==> src/rtl/hazard_ctrl_pkg.sv <==
// Shared definitions for the pipeline hazard controller: state encoding,
// NOP encoding and register-index width.
package hazard_ctrl_pkg;

    localparam int REG_IDX_W = 5;
    localparam logic [31:0] NOP_INSN = 32'h0000_0013;

    typedef enum logic [1:0] {
        ST_RUN      = 2'd0,
        ST_MEM_WAIT = 2'd1,
        ST_ERROR    = 2'd2
    } state_e;

    // True when a load in EX produces a register the ID instruction consumes.
    function automatic logic load_use_hit(
        input logic                 ex_mem_read,
        input logic [REG_IDX_W-1:0] ex_rd,
        input logic [REG_IDX_W-1:0] id_rs1,
        input logic [REG_IDX_W-1:0] id_rs2,
        input logic                 id_use_rs1,
        input logic                 id_use_rs2
    );
        return ex_mem_read && (ex_rd != '0) &&
               ((id_use_rs1 && (id_rs1 == ex_rd)) || (id_use_rs2 && (id_rs2 == ex_rd)));
    endfunction

endpackage

==> src/rtl/hazard_ctrl_perf.sv <==
// Saturating stall/flush event counters for the hazard controller
// (present only in builds with HAZARD_CTRL_PERF_EN).
module hazard_ctrl_perf #(
    parameter int CNT_W = 32
) (
    input  logic             clk,
    input  logic             rst,
    input  logic             stall_inc,
    input  logic             flush_inc,
    output logic [CNT_W-1:0] stall_cycles,
    output logic [CNT_W-1:0] flush_events
);

    logic [CNT_W-1:0] stall_q, stall_d;
    logic [CNT_W-1:0] flush_q, flush_d;

    always_comb begin
        stall_d = stall_q;
        flush_d = flush_q;
        if (stall_inc && (stall_q != '1)) begin
            stall_d = stall_q + CNT_W'(1);
        end
        if (flush_inc && (flush_q != '1)) begin
            flush_d = flush_q + CNT_W'(1);
        end
    end

    always_ff @(posedge clk) begin
        if (rst) begin
            stall_q <= '0;
            flush_q <= '0;
        end else begin
            stall_q <= stall_d;
            flush_q <= flush_d;
        end
    end

    assign stall_cycles = stall_q;
    assign flush_events = flush_q;

endmodule

==> src/rtl/hazard_ctrl.sv <==
// Five-stage pipeline hazard controller: stage enables/flushes, dmem wait
// tracking with timeout; HAZARD_CTRL_PERF_EN adds stall/flush counters.
module hazard_ctrl
    import hazard_ctrl_pkg::*;
#(
    parameter int TIMEOUT = 255,
    parameter int CNT_W   = 32
) (
    input  logic                 clk,
    input  logic                 rst,
    input  logic [REG_IDX_W-1:0] id_rs1,
    input  logic [REG_IDX_W-1:0] id_rs2,
    input  logic                 id_use_rs1,
    input  logic                 id_use_rs2,
    input  logic [REG_IDX_W-1:0] ex_rd,
    input  logic                 ex_mem_read,
    input  logic                 ex_redirect,
    input  logic                 mem_access,
    input  logic                 dmem_ready,
    input  logic                 imem_ready,
    output logic                 pc_en,
    output logic                 if_id_en,
    output logic                 id_ex_en,
    output logic                 ex_mem_en,
    output logic                 mem_wb_en,
    output logic                 if_id_flush,
    output logic                 id_ex_flush,
    output logic                 mem_wb_flush,
    output logic                 err
`ifdef HAZARD_CTRL_PERF_EN
    ,
    output logic [CNT_W-1:0]     stall_cycles,
    output logic [CNT_W-1:0]     flush_events
`endif
);

    localparam int WAIT_W = $clog2(TIMEOUT + 1);

    state_e            state_q, state_d;
    logic [WAIT_W-1:0] wait_q, wait_d;
    logic              dmem_stall;
    logic              load_use;

    assign dmem_stall = mem_access && !dmem_ready;
    assign load_use   = load_use_hit(ex_mem_read, ex_rd, id_rs1, id_rs2, id_use_rs1, id_use_rs2);

    always_comb begin
        state_d = state_q;
        wait_d  = wait_q;
        case (state_q)
            ST_RUN: begin
                if (dmem_stall) begin
                    state_d = ST_MEM_WAIT;
                    wait_d  = WAIT_W'(1);
                end
            end
            ST_MEM_WAIT: begin
                if (dmem_ready) begin
                    state_d = ST_RUN;
                    wait_d  = '0;
                end else if (wait_q == WAIT_W'(TIMEOUT)) begin
                    state_d = ST_ERROR;
                end else begin
                    wait_d = wait_q + WAIT_W'(1);
                end
            end
            ST_ERROR: state_d = ST_ERROR;
            default: begin
                state_d = ST_RUN;
                wait_d  = '0;
            end
        endcase
    end

    // A redirect held across a dmem stall is simply re-seen on the ready
    // cycle, since EX is frozen; nothing is stored.
    always_comb begin
        pc_en        = 1'b0;
        if_id_en     = 1'b0;
        id_ex_en     = 1'b0;
        ex_mem_en    = 1'b0;
        mem_wb_en    = 1'b0;
        if_id_flush  = 1'b0;
        id_ex_flush  = 1'b0;
        mem_wb_flush = 1'b0;
        err          = 1'b0;
        if (rst) begin
            if_id_flush  = 1'b1;
            id_ex_flush  = 1'b1;
            mem_wb_flush = 1'b1;
        end else if (state_q == ST_ERROR) begin
            err = 1'b1;
        end else if (dmem_stall) begin
            mem_wb_en    = 1'b1;
            mem_wb_flush = 1'b1;
        end else begin
            pc_en     = 1'b1;
            if_id_en  = 1'b1;
            id_ex_en  = 1'b1;
            ex_mem_en = 1'b1;
            mem_wb_en = 1'b1;
            if (ex_redirect) begin
                if_id_flush = 1'b1;
                id_ex_flush = 1'b1;
            end else if (load_use) begin
                pc_en       = 1'b0;
                if_id_en    = 1'b0;
                id_ex_flush = 1'b1;
            end else if (!imem_ready) begin
                pc_en       = 1'b0;
                if_id_flush = 1'b1;
            end
        end
    end

    always_ff @(posedge clk) begin
        if (rst) begin
            state_q <= ST_RUN;
            wait_q  <= '0;
        end else begin
            state_q <= state_d;
            wait_q  <= wait_d;
        end
    end

`ifdef HAZARD_CTRL_PERF_EN
    logic stall_inc;
    logic flush_inc;

    assign stall_inc = !rst && (state_q != ST_ERROR) &&
                       !(pc_en && if_id_en && id_ex_en && ex_mem_en && mem_wb_en);
    assign flush_inc = !rst && (if_id_flush || id_ex_flush || mem_wb_flush);

    hazard_ctrl_perf #(
        .CNT_W(CNT_W)
    ) u_perf (
        .clk         (clk),
        .rst         (rst),
        .stall_inc   (stall_inc),
        .flush_inc   (flush_inc),
        .stall_cycles(stall_cycles),
        .flush_events(flush_events)
    );
`endif

endmodule

==> config.mk <==
export PLATFORM = sky130hd
export DESIGN_NAME = hazard_ctrl
export DESIGN_NICKNAME = d
export VERILOG_FILES = /design/src/rtl/hazard_ctrl_pkg.sv /design/src/rtl/hazard_ctrl_perf.sv /design/src/rtl/hazard_ctrl.sv
export SDC_FILE = /design/constraint.sdc
export NUM_CORES = 1
export LEC_CHECK = 0
export ABC_AREA = 1
export CORE_MARGIN = 4
export CORE_UTILIZATION = 44
export CTS_CLUSTER_DIAMETER = 80
export DETAILED_ROUTE_END_ITERATION = 10
export PLACE_DENSITY_LB_ADDON = 0.05
export SKIP_CTS_REPAIR_TIMING = 1
export SYNTH_ARGS = -nofsm -noshare
export SYNTH_HDL_FRONTEND = slang
export SYNTH_SLANG_ARGS = --single-unit
export TNS_END_PERCENT = 30
==> constraint.sdc <==
create_clock -name clk -period 1.75 [get_ports clk]
set_input_delay 0.35 -clock clk [delete_from_list [all_inputs] [get_ports clk]]
set_output_delay 0.35 -clock clk [all_outputs]
set_load 0.01 [all_outputs]
==> run metrics <==
post-synthesis average cell area=roughly 5.6 um^2; final hold vios=0; leading area contributor after synthesis=nand2_1; antenna violations before repair=0; area of the mapped netlist=898 um^2; Final Max Slew Viols=0; post-route cell area=between 1000 and 1500 um^2; effective utilization at floorplan=between 40% and 50%; number of global-route vias before repair=roughly 1000; EDFF count, synth=0; syn nets=186; Clk Latency, worst-skew pair=roughly 0.27 ns; clock buffer depth=2; clk sinks=10; RePlAce Congestion=just over 0.8; Routed wire per std cell=between 10 and 15 um; Yosys warnings=0; fmax=~580 MHz; GRT Util Overall=18.9%; Synth Area in XOR/XNOR=0%; leakage=between 0.8 and 0.9 nW; CP endpoint kind=output port; Yosys cell types=23; Via-to-Cell Ratio=~4.6; Final period util=between 90% and 100%; sequential area share after synthesis=about 22%; crit path max fanout=3; synth top area cells=nand2_1 24%, dfxtp_1 22%, inv_1 12%; required time worst endpoint=1.40 ns; most common cell after layout, fill and taps aside=nand2_1; first-pass GRT wire length=slightly above 4 mm; Vias=about 1100; hpwl dp=~1.9 mm; DP Cell Count=~230; largest net degree at the start of global routing=8; Finished Core Util=about 71%; simple-gate share of the synthesized area=about half; clock tree from TritonCTS=built; mux share of post-synthesis cell area=0%; status=finished clean; H-tree depth=1; Clock Skew=~0.0013 ns; dpl ws=-0.652 ns; Rel. slew slack=between 70 and 80%; gr ovfl total=0; non-filler cells, final=approximately 230; synth-to-layout area growth=52.5%; pwr/cell area=495 nW/um^2; cell area after placement=about 1300 um^2; Worst Max-Slew Pin Slew=between 0.3 and 0.4 ns; Final ANT Viol Nets=0; clock slew at reported path FFs=roughly 0.070 ns; cells after synthesis=between 150 and 200; Worst EP arrival=1.37 ns; wire length after detailed routing=roughly 2.4 mm; share of cells above drive strength 1=22.0%; DR pass1 iterations=4; main combinational cell family by area after synthesis=simple AND/OR/NAND/NOR gates; Residual DRC=0; Final setup viols=0; nets=between 200 and 250; Max-Cap Viols=0; post-synthesis register bit count=10; Site Rows=16; die area=roughly 2800 um^2; most frequent cells in the layout=55 x nand2_1, 25 x inv_1, 19 x nor2_1, 17 x dlymetal6s2s_1; crit path launch type=input port; FILL cells=178; total chip power=slightly below 0.7 mW; Hold WS=roughly 0.5 ns; kind of critical path=input port to output port; IR drop worst, VDD=around 0.52 mV; PortBufs=32; Clock Root Buffer=clkbuf_4; Compound-Gate Fraction of Synth Area=12.4%; core area=a little under 2000 um^2; setup ws final=around 0.032 ns; io pins=33; post-synth top area share=roughly a quarter; Inserted Clock Buffers=3; fraction of registers with async set/reset=0%; Final min period=roughly 1.7 ns; Worst Hold Class=register to register; Inserted Diodes=0; Final TNS setup=0 ns; Die Wd=approximately 53 um; unrepaired setup endpoints after global routing=yes; adder-cell share of the synthesized area=under 10%; Die Y=around 53 um; top_reg_cell synth=dfxtp_1; DRT iter0 DRCs=15
-- path summary, 6_finish.rpt --
| path | from | end | slack [ns] | depth (start not counted) |
|---|---|---|---|---|
| setup reg to reg | wait_q[0]$_SDFFE_PP0P_ | wait_q[6]$_SDFFE_PP0P_ | 0.28 | 8 |
| setup / recovery | dmem_ready | pc_en | 0.03 | 8 |
| hold reg to reg | wait_q[1]$_SDFFE_PP0P_ | wait_q[1]$_SDFFE_PP0P_ | 0.49 | 2 |
| hold / removal | wait_q[1]$_SDFFE_PP0P_ | wait_q[1]$_SDFFE_PP0P_ | 0.49 | 2 |
-- metal layers --
layer / up-vias / GRT usage (%) / wire [um] / share of wire, %
li1: 585 / - / - / -
met1: 467 / 23.5 / 1050 / 44
met2: 21 / 33.5 / 1190 / 50
met3: 0 / 6.20 / 148 / 6.2
met4: 0 / 0 / 0 / 0
met5: - / 0 / 0 / 0
-- power by group --
group	internal, mW	leakage, nW	switching, mW
combinational	0.112	0.719	0.117
sequential	0.234	0.0810	0.00448
clock	0.126	0.0210	0.0847
total	0.472	0.821	0.206
-- state kept, by name, indices dropped and copies added, names as in the netlist --
register  count
wait_q        8
state_q       2
-- cells by family (layout without fill, tap and decap cells) --
| family | count (synthesis) | after routing |
|---|---|---|
| and+or+nand+nor | 99 | 99 |
| buffers and inverters | 33 | 77 |
| AOI/OAI and AO/OA | 18 | 18 |
| DFF | 10 | 10 |
| adders and majority gates | 1 | 1 |
-- final cells by class --
cell class              instances  area [um^2]  share of cell area, %
clock buffers                   4         36.3                   2.65
inverters                      31          116                   8.49
multi-input cells             118          591                   43.1
flip-flops and latches         10          200                   14.6
well taps                      27         33.8                   2.47
repair buffers                 42          393                   28.7
-- critical path: stages --
cell and delay, ns:
clkdlybuf4s50_1 0.47, inv_2 0.04, nand2_2 0.06, nand2_2 0.08
nor2_4 0.10, nand2_2 0.06, nor2_1 0.08, buf_2 0.13
-- Yosys cell counts, types with 2 or more instances --
master    n
o21ai_0   7
nand4_1   3
nor2_1   20
nor2_4    2
nand2_1  58
a21oi_1   7
inv_1    29
a21oi_2   2
nand3_1   8
dfxtp_1  10
inv_2     2
nand2_2   2
(Power assumes the default switching activity.)
